$ cat config.mk
export PLATFORM = sky130hd
export DESIGN_NAME = direction_scheduler
export DESIGN_NICKNAME = d
export VERILOG_FILES = /design/src/rtl/snake_pkg.sv /design/src/rtl/dir_fifo.sv /design/src/rtl/direction_scheduler.sv
export SDC_FILE = /design/constraint.sdc
export NUM_CORES = 1
export LEC_CHECK = 0
export CAP_MARGIN = 20
export CORE_UTILIZATION = 45
export CTS_CLUSTER_DIAMETER = 30
export DETAILED_ROUTE_END_ITERATION = 12
export PLACE_DENSITY_LB_ADDON = 0.3
export RECOVER_POWER = 100
export SLEW_MARGIN = 15
export SYNTH_ARGS = -nofsm -noshare
export SYNTH_HDL_FRONTEND = slang
export SYNTH_SLANG_ARGS = --single-unit
$ cat constraint.sdc
create_clock -name in_clk -period 3.05 [get_ports in_clk]
set_input_delay 0.7625 -clock in_clk [delete_from_list [all_inputs] [get_ports in_clk]]
set_output_delay 0.7625 -clock in_clk [all_outputs]
set_load 0.005 [all_outputs]
$ cat src/rtl/snake_pkg.sv
// Shared definitions for the snake direction scheduler.
// Contents:
//   - one-hot direction constants (STOP/UP/DOWN/LEFT/RIGHT)
//   - state_t : scheduler FSM encoding (IDLE/RUN/PAUSE/DEAD)
//   - reverse_dir() : opposite direction of a one-hot direction
package snake_pkg;

  localparam logic [4:0] DIR_STOP  = 5'b00001;
  localparam logic [4:0] DIR_UP    = 5'b00010;
  localparam logic [4:0] DIR_DOWN  = 5'b00100;
  localparam logic [4:0] DIR_LEFT  = 5'b01000;
  localparam logic [4:0] DIR_RIGHT = 5'b10000;

  typedef enum logic [1:0] {
    ST_IDLE  = 2'd0,
    ST_RUN   = 2'd1,
    ST_PAUSE = 2'd2,
    ST_DEAD  = 2'd3
  } state_t;

  // STOP has no opposite; it maps to itself, so nothing a button can
  // produce is ever rejected as "reverse of STOP".
  function automatic logic [4:0] reverse_dir(input logic [4:0] d);
    case (d)
      DIR_UP:    reverse_dir = DIR_DOWN;
      DIR_DOWN:  reverse_dir = DIR_UP;
      DIR_LEFT:  reverse_dir = DIR_RIGHT;
      DIR_RIGHT: reverse_dir = DIR_LEFT;
      default:   reverse_dir = DIR_STOP;
    endcase
  endfunction

endpackage

$ cat src/rtl/dir_fifo.sv
// Small direction request queue (DEPTH entries x 5 bits), shift-register style.
// Ports:
//   clk, rst_n   : clock, asynchronous active-low reset
//   flush        : synchronous clear, wins over push/pop
//   push, din    : enqueue strobe and data (ignored when full)
//   pop          : dequeue strobe (ignored when empty)
//   head, tail   : oldest / newest entry (don't-care when empty)
//   count        : number of valid entries, 0..DEPTH
// Handshake: push and pop are single-cycle strobes with no back-pressure;
// the caller reads count to know whether a strobe will take effect, and
// the queue silently ignores a push when full or a pop when empty.
// Push and pop in the same cycle both apply: the pre-push head leaves and
// the new entry lands at the tail, count unchanged.
module dir_fifo
  import snake_pkg::*;
#(
  parameter int DEPTH = 2,
  localparam int CW   = $clog2(DEPTH + 1)
) (
  input  logic          clk,
  input  logic          rst_n,
  input  logic          flush,
  input  logic          push,
  input  logic [4:0]    din,
  input  logic          pop,
  output logic [4:0]    head,
  output logic [4:0]    tail,
  output logic [CW-1:0] count
);

  logic [4:0] mem     [DEPTH];
  logic [4:0] shifted [DEPTH];
  logic       do_push;
  logic       do_pop;

  assign do_pop  = pop && (count != '0);
  assign do_push = push && (count < CW'(DEPTH));
  assign head    = mem[0];

  always_comb begin
    for (int i = 0; i < DEPTH - 1; i++) shifted[i] = mem[i + 1];
    shifted[DEPTH-1] = mem[DEPTH-1];
  end

  always_comb begin
    tail = DIR_STOP;
    for (int i = 0; i < DEPTH; i++) begin
      if (CW'(i + 1) == count) tail = mem[i];
    end
  end

  always_ff @(posedge clk or negedge rst_n) begin
    if (!rst_n) begin
      count <= '0;
      for (int i = 0; i < DEPTH; i++) mem[i] <= DIR_STOP;
    end else if (flush) begin
      count <= '0;
    end else begin
      for (int i = 0; i < DEPTH; i++) begin
        if (do_pop) begin
          // Everything moves one slot toward the head; a simultaneous push
          // lands in the slot the old tail vacates.
          if (do_push && (CW'(i + 1) == count)) mem[i] <= din;
          else                                  mem[i] <= shifted[i];
        end else if (do_push && (CW'(i) == count)) begin
          mem[i] <= din;
        end
      end
      if (do_push && !do_pop)      count <= count + 1'b1;
      else if (do_pop && !do_push) count <= count - 1'b1;
    end
  end

endmodule

$ cat src/rtl/direction_scheduler.sv
// Snake game direction scheduler.
// Turns debounced button levels into queued direction requests and applies
// one queued request per game step. Also owns the game step tick and the
// IDLE/RUN/PAUSE/DEAD game state.
// Ports:
//   in_clk, in_reset_n      : clock, asynchronous active-low reset
//   in_button_{up,down,left,right} : debounced button levels
//   in_button_reset         : synchronous game restart level (overrides all)
//   in_pause                : pause toggle level (rising edge toggles)
//   in_collision            : one-cycle collision pulse from game core
//   out_direction           : one-hot applied direction
//   out_step                : one-cycle pulse per game step
//   out_state               : FSM state (0 IDLE, 1 RUN, 2 PAUSE, 3 DEAD)
//   out_queue_count         : number of queued requests
module direction_scheduler
  import snake_pkg::*;
#(
  parameter int TICK_DIV    = 4_000_000,
  parameter int QUEUE_DEPTH = 2
) (
  input  logic       in_clk,
  input  logic       in_reset_n,
  input  logic       in_button_up,
  input  logic       in_button_down,
  input  logic       in_button_left,
  input  logic       in_button_right,
  input  logic       in_button_reset,
  input  logic       in_pause,
  input  logic       in_collision,
  output logic [4:0] out_direction,
  output logic       out_step,
  output logic [1:0] out_state,
  output logic [1:0] out_queue_count
);

  localparam int CNT_W = (TICK_DIV > 1) ? $clog2(TICK_DIV) : 1;
  localparam int QC_W  = $clog2(QUEUE_DEPTH + 1);
  localparam logic [CNT_W-1:0] CNT_LAST = CNT_W'(TICK_DIV - 1);

  state_t           state, state_n;
  logic [4:0]       dir, dir_n;
  logic [CNT_W-1:0] cnt, cnt_n;
  logic [3:0]       btn_q;
  logic             pause_q;
  // Cleared by reset; the first cycle after reset only samples the buttons,
  // so a button held through reset must be released before it counts.
  logic             primed;

  logic [3:0]       btn_now, btn_rise;
  logic             pause_rise;
  logic             req_valid, req_ok;
  logic [4:0]       req, ref_dir;
  logic             wrap;
  logic             q_push, q_pop, q_flush;
  logic [4:0]       q_head, q_tail;
  logic [QC_W-1:0]  q_count;

  assign btn_now    = {in_button_right, in_button_left, in_button_down, in_button_up};
  assign btn_rise   = btn_now & ~btn_q & {4{primed}};
  assign pause_rise = in_pause & ~pause_q & primed;

  // One request per cycle, priority UP > DOWN > LEFT > RIGHT.
  always_comb begin
    req       = DIR_STOP;
    req_valid = 1'b1;
    if      (btn_rise[0]) req = DIR_UP;
    else if (btn_rise[1]) req = DIR_DOWN;
    else if (btn_rise[2]) req = DIR_LEFT;
    else if (btn_rise[3]) req = DIR_RIGHT;
    else                  req_valid = 1'b0;
  end

  // Validate against what the snake will be doing when this request is
  // applied: the newest queued request if any, else the current direction.
  assign ref_dir = (q_count != '0) ? q_tail : dir;
  assign req_ok  = req_valid && (req != ref_dir) && (req != reverse_dir(ref_dir));

  assign wrap = (state == ST_RUN) && (cnt == CNT_LAST);

  always_comb begin
    state_n = state;
    dir_n   = dir;
    cnt_n   = cnt;
    q_push  = 1'b0;
    q_pop   = 1'b0;
    q_flush = 1'b0;
    if (in_button_reset) begin
      state_n = ST_IDLE;
      dir_n   = DIR_STOP;
      cnt_n   = '0;
      q_flush = 1'b1;
    end else begin
      case (state)
        ST_IDLE: begin
          cnt_n = '0;
          dir_n = DIR_STOP;
          // First move is applied immediately so the game starts at once.
          if (req_ok) begin
            dir_n   = req;
            q_flush = 1'b1;
            state_n = ST_RUN;
          end
        end
        ST_RUN: begin
          cnt_n = wrap ? '0 : cnt + 1'b1;
          if (in_collision) begin
            state_n = ST_DEAD;
            dir_n   = DIR_STOP;
            cnt_n   = '0;
            q_flush = 1'b1;
          end else begin
            if (wrap && (q_count != '0)) begin
              q_pop = 1'b1;
              dir_n = q_head;
            end
            q_push = req_ok;
            if (pause_rise) state_n = ST_PAUSE;
          end
        end
        ST_PAUSE: begin
          if (in_collision) begin
            state_n = ST_DEAD;
            dir_n   = DIR_STOP;
            cnt_n   = '0;
            q_flush = 1'b1;
          end else begin
            q_push = req_ok;
            if (pause_rise) state_n = ST_RUN;
          end
        end
        default: begin
          cnt_n = '0;
          dir_n = DIR_STOP;
        end
      endcase
    end
  end

  always_ff @(posedge in_clk or negedge in_reset_n) begin
    if (!in_reset_n) begin
      state   <= ST_IDLE;
      dir     <= DIR_STOP;
      cnt     <= '0;
      btn_q   <= '0;
      pause_q <= 1'b0;
      primed  <= 1'b0;
    end else begin
      state   <= state_n;
      dir     <= dir_n;
      cnt     <= cnt_n;
      btn_q   <= btn_now;
      pause_q <= in_pause;
      primed  <= 1'b1;
    end
  end

  dir_fifo #(.DEPTH(QUEUE_DEPTH)) u_fifo (
    .clk   (in_clk),
    .rst_n (in_reset_n),
    .flush (q_flush),
    .push  (q_push),
    .din   (req),
    .pop   (q_pop),
    .head  (q_head),
    .tail  (q_tail),
    .count (q_count)
  );

  // The step pulse survives a coincident collision but not a restart.
  assign out_step        = wrap && !in_button_reset;
  assign out_direction   = dir;
  assign out_state       = state;
  assign out_queue_count = 2'(q_count);

endmodule

==> reports/metrics.yaml, run 1 <==
power_and_ir_drop:
  p_sw_w: 0.000509
  p_per_area_nw_per_um2: 429
  vdd_drop_max_mv: 0.297
  pwr-share-clk_pct: 26.3
  power_frac_seq_pct: 43.7
  internal_power_w: 0.00107
  swShare_pct: 32.1
  power.leakage_nw: 1.55
  p_total_w: 0.00158
  p_comb_share_pct: 30.0
yosys:
  synth.distinct_cells: 68
  synthArstFlopShare_pct: 100
  synth_edf_count: 0
  synth_seq_cells: 47
  synth_top_cell_by_area: "dfrtp_1"
  ys_seq_area_share_pct: 39.5
  synth_nets: 333
  yosys_warnings: 0
  synthDominantCellAreaShare_pct: 36.9
  synthTopCellsByArea: "dfrtp_1 (37%), nand2_1 (4.4%), o21ai_0 (4.2%), nor2_1 (3.5%), ha_1 (3.4%)"
  avgSynthCellArea_um2: 9.46
  synth_area_um2: 2990
  syn_inst: 316
  synth_flop_cell: "dfrtp_1"
clock_tree:
  clockBufferDepth: 2
  htreeDepth: 2
  clk_pin_slew_ns: 0.09
  cts_hold_buf: 0
  root_buffer: "clkbuf_8"
  clk_latency_ns: 0.30
  cts-buffers-inserted: 5
  cts_tree: "yes"
  clkSinkCount: 47
global_route:
  grt_antenna_before_repair: 0
  grt-ovfl-total: 0
  grt_max_degree: 27
  grt_usage_pct: 22.1
  grt_pass1_wl_um: 12200
  grt_pass1_vias: 2600
route:
  dr.first_iter.drc_count: 202
  vias: 2596
  via_per_inst: 5.78
  postRouteWirelength_um: 7420
  dr.pass1.iters: 4
  wl_per_cell_um: 16.5
  postRouteAntennaNets: 0
  drc_errors: 0
timing:
  worst_pin_slew_ns: 1.38
  setup_violations: 0
  fin_skew_ns: 0.0102
  clock.fmax_mhz: 336
  grt_setup_unrepaired: "yes"
  slew_headroom_pct: 7.78
  worst_slack_ns: 0.0694
  hold_viol_final: 0
  fin_crit_sh_pct: 97.7
  finalCriticalPeriod_ns: 2.98
  maxSlewViolCount: 0
worst_setup_path:
  cpMostUsedCell: "buf_4"
  worst-setup-path-type: "input pin to flop"
  start_kind: "input pin"
  reg2reg_from: "u_fifo.count[0]$_DFFE_PN0P_"
  critPathCaptureType: "flop"
  slowest_stage: "or3b_4"
  reg2reg_depth: 12
  critPathArrivalTime_ns: 3.17
  cp_cell_sequence: "dlygate4sd2_1 -> nor2b_4 -> or3b_4 -> buf_4 -> nand4_1 -> o311a_4 -> a2111oi_4 -> buf_4 -> or2_1 -> o221ai_2 -> buf_6 -> mux2_2"
  r2r-end: "u_fifo.head[4]$_DFFE_PN0P_"
  r2r_setup_slack_ns: 0.10
  path_max_fanout: 6
  slowest_delay_ns: 0.40
  cp.required_ns: 3.24
run_status:
  status: "completed"
run:
  max_cap_viol_count: 0
floorplanning:
  die_y_um: 83.5
  start_util_pct: 46.8
  fp.dieW_um: 83.5
  fp-row-count: 29
  core_um2: 6390
  pin_count: 19
  dieArea_um2: 6970
layout:
  layout-drive-gt1-share_pct: 25.5
  final-seq-area_um2: 1180
  antennaDiodeCount: 0
  mostFrequentLayoutCell: "dfrtp_1"
  fin_util_pct: 57.8
  fillers: 568
  final_cell_mix: "dfrtp_1 (43), nand2_1 (35), buf_4 (32), nor2_1 (26), o21ai_0 (25)"
  multi_input_area_um2: 1810
  finalNetCount: 388
  fin_cells: 449
  area_delta_synth_final_pct: 23.5
place:
  numPortBuffers: 18
  gp_congestion: 0.850
  dp.cells: 434
  dp_hpwl_um: 5200
  dp_slack_ns: -0.462
worst_hold_path:
  hold_class: "input pin to async pin"
==> per-stage QoR <==
step / hold slack (ns) / area, um2 / TNS, ns
3_3_place_gp: 0.462 / 3440 / -4.65
4_1_cts: 0.333 / 3610 / 0
5_1_grt: 0.511 / 3690 / -0.0684
2_1_floorplan: 0.446 / 2990 / 0
6_report: 0.449 / 3690 / 0
3_5_place_dp: 0.459 / 3440 / -5.61
==> layer usage <==
metal | vias up | track usage (%) | routed length (um)
met3 | 16 | 4.06 | 330
met1 | 1264 | 28.4 | 3370
met4 | 0 | 8.63 | 157
li1 | 1250 | - | -
met2 | 66 | 36.8 | 3560
met5 | - | 0 | 0
==> worst max-delay path by stage <==
| stage | start | to | slack [ns] |
|---|---|---|---|
| finish | in_button_up | u_fifo.head[4]$_DFFE_PN0P_ | 0.07 |
| global route | u_fifo.count[0]$_DFFE_PN0P_ | u_fifo.head[4]$_DFFE_PN0P_ | -0.03 |
| CTS | in_button_left | u_fifo.head[3]$_DFFE_PN0P_ | 0.002 |
| detailed placement | in_button_down | u_fifo.head[3]$_DFFE_PN0P_ | -0.46 |
| global placement | in_button_down | u_fifo.head[3]$_DFFE_PN0P_ | -0.40 |
| floorplan | in_button_up | u_fifo.head[1]$_DFFE_PN0P_ | 0.16 |
==> cells in the mapped netlist, types with 7 or more instances <==
cell      n
a21oi_1  11
mux2_2    8
dfrtp_1  44
nand3_1   8
o21ai_0  25
nand2_1  35
ha_1      8
nor2_1   28
a31oi_1   7
nand4_1   8
inv_1    10
and3_1    8
==> registers in the layout, indices dropped and copies added (netlist names) <==
register	cells
cnt	22
out_direction	5
u_fifo.head	5
u_fifo.mem	5
btn_q	4
out_state	2
u_fifo.count	2
pause_q	1
primed	1
==> cells by family after synthesis <==
logic type	after synthesis	synth area share, %
other	1	0.126
flip-flops	47	39.5
buffers and inverters	23	4.31
AND/OR/NAND/NOR	133	24.4
AO/OA/AOI/OAI	76	18.3
adder cells (fa/ha/maj)	8	3.35
multiplexers	17	6.78
XOR/XNOR	11	3.22
==> worst max-delay path: cells and delay by family <==
kind | cells | cell delay, ns
simple gates | 4 | 0.89
compound gates | 3 | 0.46
buf+inv | 4 | 0.72
mux | 1 | 0.33
==> power groups by stage <==
stage               clock network (W)  logic (W)  registers (W)
global route                 0.000445   0.000516       0.000697
detailed placement                  0   0.000456       0.000707
finish                       0.000416   0.000475       0.000693
global placement                    0   0.000445       0.000707
CTS                          0.000425   0.000466       0.000695
floorplan                           0   0.000268       0.000701
==> area by class of cell <==
| cell class | instances | share of cell area (%) |
|---|---|---|
| timing repair buffer | 61 | 12.7 |
| clock buffer | 8 | 2.71 |
| inverter | 10 | 1.02 |
| sequential | 47 | 32.0 |
| tap | 77 | 2.61 |
| multi-input combinational | 246 | 49.0 |
==> what timing repair did <==
action	CTS	global route
setup buffers	3	4
hold endpoints to repair	0	0
pin swaps	7	8
gates cloned	0	0
setup endpoints to repair	12	13
resized for setup	13	21
Note: power is estimated with default switching activity, not from simulation.
==> inputs of run 2 (changes only) <==
--- a/config.mk
+++ b/config.mk
@@ -9,9 +9,11 @@
 export CORE_UTILIZATION = 45
 export CTS_CLUSTER_DIAMETER = 30
 export DETAILED_ROUTE_END_ITERATION = 12
+export DONT_BUFFER_PORTS = 1
 export PLACE_DENSITY_LB_ADDON = 0.3
 export RECOVER_POWER = 100
 export SLEW_MARGIN = 15
 export SYNTH_ARGS = -nofsm -noshare
 export SYNTH_HDL_FRONTEND = slang
+export SYNTH_HIERARCHICAL = 1
 export SYNTH_SLANG_ARGS = --single-unit
==> run 2 against run 1 <==
Effect of this change: the run now ends with DRC, setup timing left; combinational power decreased by 15%; setup slack worse by 0.10 ns; sequential share of layout area rose by 0.71 points; first-iteration DRC count is 12% lower; utilization fell by 1.5 points; via count is 5.3% lower; clock skew shrank 0.0057 ns; total power is 6.2% higher; fmax is 3.3% lower; critical endpoint is now u_fifo/mem[3]$_DFFE_PN0P_.
==> reports/metrics.yaml, run 2 <==
run_status:
  status: "finished, violations left"
  failed_checks: "DRC, setup timing"
worst_setup_path:
  startpoint: "u_fifo/count[1]$_DFFE_PN0P_"
  reg2reg_depth: 11  # -1
  r2r-end: "u_fifo/mem[3]$_DFFE_PN0P_"
  start_kind: "flop"
  cp.required_ns: 3.24  # about the same
  crit_end: "u_fifo/mem[3]$_DFFE_PN0P_"
  critPathCaptureType: "flop"
  worst-setup-path-type: "flop to flop"
  r2r_setup_slack_ns: -0.03  # -0.13 ns
  reg2reg_from: "u_fifo/count[1]$_DFFE_PN0P_"
  critPathArrivalTime_ns: 3.27  # +0.10 ns
  path_max_fanout: 5  # -1
timing:
  grt_setup_unrepaired: "yes"
  worst_slack_ns: -0.0324  # -0.102 ns
  slew_headroom_pct: 51.0  # +43 points
  fin_skew_ns: 0.00447  # -0.00570 ns
  finalCriticalPeriod_ns: 3.08  # +0.102 ns
  fin_crit_sh_pct: 101  # +3.3 points
  setup_violations: 3  # +3
  hold_viol_final: 0  # unchanged
  whs_ns: 0.147  # -0.302 ns
  clock.fmax_mhz: 324  # -3.3%
  fin_tns_setup_ns: -0.0843  # -0.0843 ns
  worst_pin_slew_ns: 0.728  # -0.656 ns
  maxSlewViolCount: 0  # unchanged
yosys:
  synthTopCellsByArea: "dfrtp_1 (37%), o21ai_1 (4.5%), mux2i_1 (4.0%), nor2_1 (3.7%), ha_1 (3.3%)"
  synth_nets: 343  # +3.0%
  yosys_warnings: 6  # +6
  synthArstFlopShare_pct: 100  # unchanged
  synth_top_cell_by_area: "dfrtp_1"
  synth_edf_count: 0  # unchanged
  synth_area_um2: 3010  # +0.80%
  synth.distinct_cells: 63  # -7.4%
  synth_common_cells: "dfrtp_1 (44), nor2_1 (30), o21ai_1 (27), nand2_1 (26), a21oi_1 (15)"
  synth.most_common_cell: "dfrtp_1"
  avgSynthCellArea_um2: 9.24  # -2.3%
  syn_inst: 326  # +3.2%
  synthDominantCellAreaShare_pct: 36.6  # -0.29 points
  ys_seq_area_share_pct: 39.2  # -0.31 points
  synth_seq_cells: 47  # unchanged
  synth_flop_cell: "dfrtp_1"
layout:
  largest_reg_flops: 22  # unchanged
  final_cell_mix: "dfrtp_1 (42), buf_4 (33), o21ai_1 (28), nand2_1 (26), nor2_1 (25)"
  mostFrequentLayoutCell: "dfrtp_1"
  layout-drive-gt1-share_pct: 26.9  # +1.4 points
  finalNetCount: 373  # -3.9%
  design_area_um2: 3610  # -2.1%
  fin_cells: 434  # -3.3%
  top_register: "cnt"
  area_delta_synth_final_pct: 20.0
  antennaDiodeCount: 0  # unchanged
route:
  dr.pass1.iters: 9  # +5
  wl_per_cell_um: 16.1  # -2.4%
  postRouteWirelength_um: 7000  # -5.7%
  postRouteAntennaNets: 0  # unchanged
  dr.first_iter.drc_count: 178  # -12%
  vias: 2459  # -5.3%
  via_per_inst: 5.67  # -2.0%
  drc_errors: 4  # +4
place:
  dp_slack_ns: -0.112  # +0.351 ns
  dp.cells: 421  # -3.0%
  numPortBuffers: 0  # -18
  placed_cell_area_um2: 3320  # -3.5%
  gp_congestion: 0.870  # +2.4%
  dp_hpwl_um: 4930  # -5.3%
power_and_ir_drop:
  power.leakage_nw: 1.52  # -2.1%
  vdd_drop_max_mv: 0.241  # -19%
  p_per_area_nw_per_um2: 466  # +8.5%
clock_tree:
  root_buffer: "clkbuf_8"
  cts_hold_buf: 0  # unchanged
  cts_tree: "yes"
  clkSinkCount: 47  # unchanged
  htreeDepth: 2  # unchanged
  clockBufferDepth: 2  # unchanged
  cts-buffers-inserted: 5  # unchanged
  clk_latency_ns: 0.30  # about the same
  clk_pin_slew_ns: 0.09  # about the same
global_route:
  grt_pass1_vias: 2353  # -9.5%
  grt_usage_pct: 20.5  # -1.5 points
  grt-ovfl-total: 0  # unchanged
  grt_pass1_wl_um: 11600  # -4.8%
  grt_max_degree: 48  # +78%
  grt_antenna_before_repair: 0  # unchanged
worst_hold_path:
  hold_class: "input pin to async pin"
floorplanning:
  pin_count: 19  # unchanged
  start_util_pct: 46.9  # +0.11 points
  fp.dieW_um: 83.8  # +0.38%
  core_um2: 6420  # +0.57%
  dieArea_um2: 7020  # +0.77%
  die_y_um: 83.8  # +0.38%
  fp-row-count: 29  # unchanged
run:
  max_cap_viol_count: 0  # unchanged
run 2: final cells by class:
| cell class | count | area (um2) |
|---|---|---|
| fillers | 584 | 2810 |
| multi-input cells | 251 | 1850 |
| flip-flops and latches | 47 | 1180 |
| repair buffers | 39 | 300 |
| well taps | 77 | 96.3 |
| clock buffers | 5 | 68.8 |
| clock inverters | 3 | 67.6 |
| inverters | 12 | 45.0 |
run 2: per-stage QoR:
stage | total power (W) | utilization, %
after floorplan | 0.00104 | -
after global placement | 0.00110 | 51.7
after detailed placement | 0.00111 | 51.7
after CTS | 0.00168 | 54.4
after global routing | 0.00178 | 56.3
final | 0.00168 | 56.3
run 2: worst min-delay path by stage:
stage	start	end	slack (ns)	cells past startpoint
after global routing	in_reset_n	u_fifo/count[0]$_DFFE_PN0P_	0.13	0
after global placement	in_reset_n	out_direction[3]$_DFFE_PN0P_	0.47	0
after CTS	in_reset_n	cnt[17]$_DFFE_PN0P_	0.13	0
after floorplan	cnt[6]$_DFFE_PN0P_	cnt[6]$_DFFE_PN0P_	0.45	1
after detailed placement	in_reset_n	out_direction[3]$_DFFE_PN0P_	0.47	0
final	in_reset_n	u_fifo/count[0]$_DFFE_PN0P_	0.15	0
run 2: repair_timing:
action / CTS / global route
setup endpoints to repair: 11 / 12
buffers inserted: 2 / 2
pin swaps: 3 / 8
cloned: 0 / 1
gates resized for setup: 7 / 25
run 2: kinds of logic (layout without fill, tap and decap cells):
| family | count (synthesis) | in the layout | share of synthesized area, % |
|---|---|---|---|
| flip-flops | 47 | 47 | 39.2 |
| AND/OR/NAND/NOR | 129 | 129 | 25.9 |
| multiplexers | 17 | 17 | 5.86 |
| buffers and inverters | 28 | 59 | 4.61 |
| adder cells (fa/ha/maj) | 8 | 8 | 3.32 |
| AO/OA/AOI/OAI | 83 | 83 | 17.2 |
| other | 1 | 1 | 0.125 |
| XOR/XNOR | 13 | 13 | 3.78 |
run 2: metal layers:
layer	vias up	track usage, %	part of all wire, %
met5	-	0	0
met3	10	3.07	3.4
met2	46	29.8	46
met4	0	6.58	1.6
met1	1183	31.2	49
li1	1220	-	-
run 2: power by group:
group          total [W]  switching (W)  internal (W)
Clock           0.000548       0.000221      0.000327
Combinational   0.000403       0.000224      0.000179
Sequential      0.000732      0.0000535      0.000678
run 2: worst max-delay path, cell delays in order, from the launching register on:
cell and delay [ns]:
dfrtp_2 0.45, buf_4 0.15, or2_1 0.32, mux2i_2 0.32, xor2_1 0.20, nor3_2 0.09, a31oi_4 0.20, and2_4 0.17
and3_4 0.17, nor2b_4 0.17, nor3b_4 0.33, mux2_2 0.38
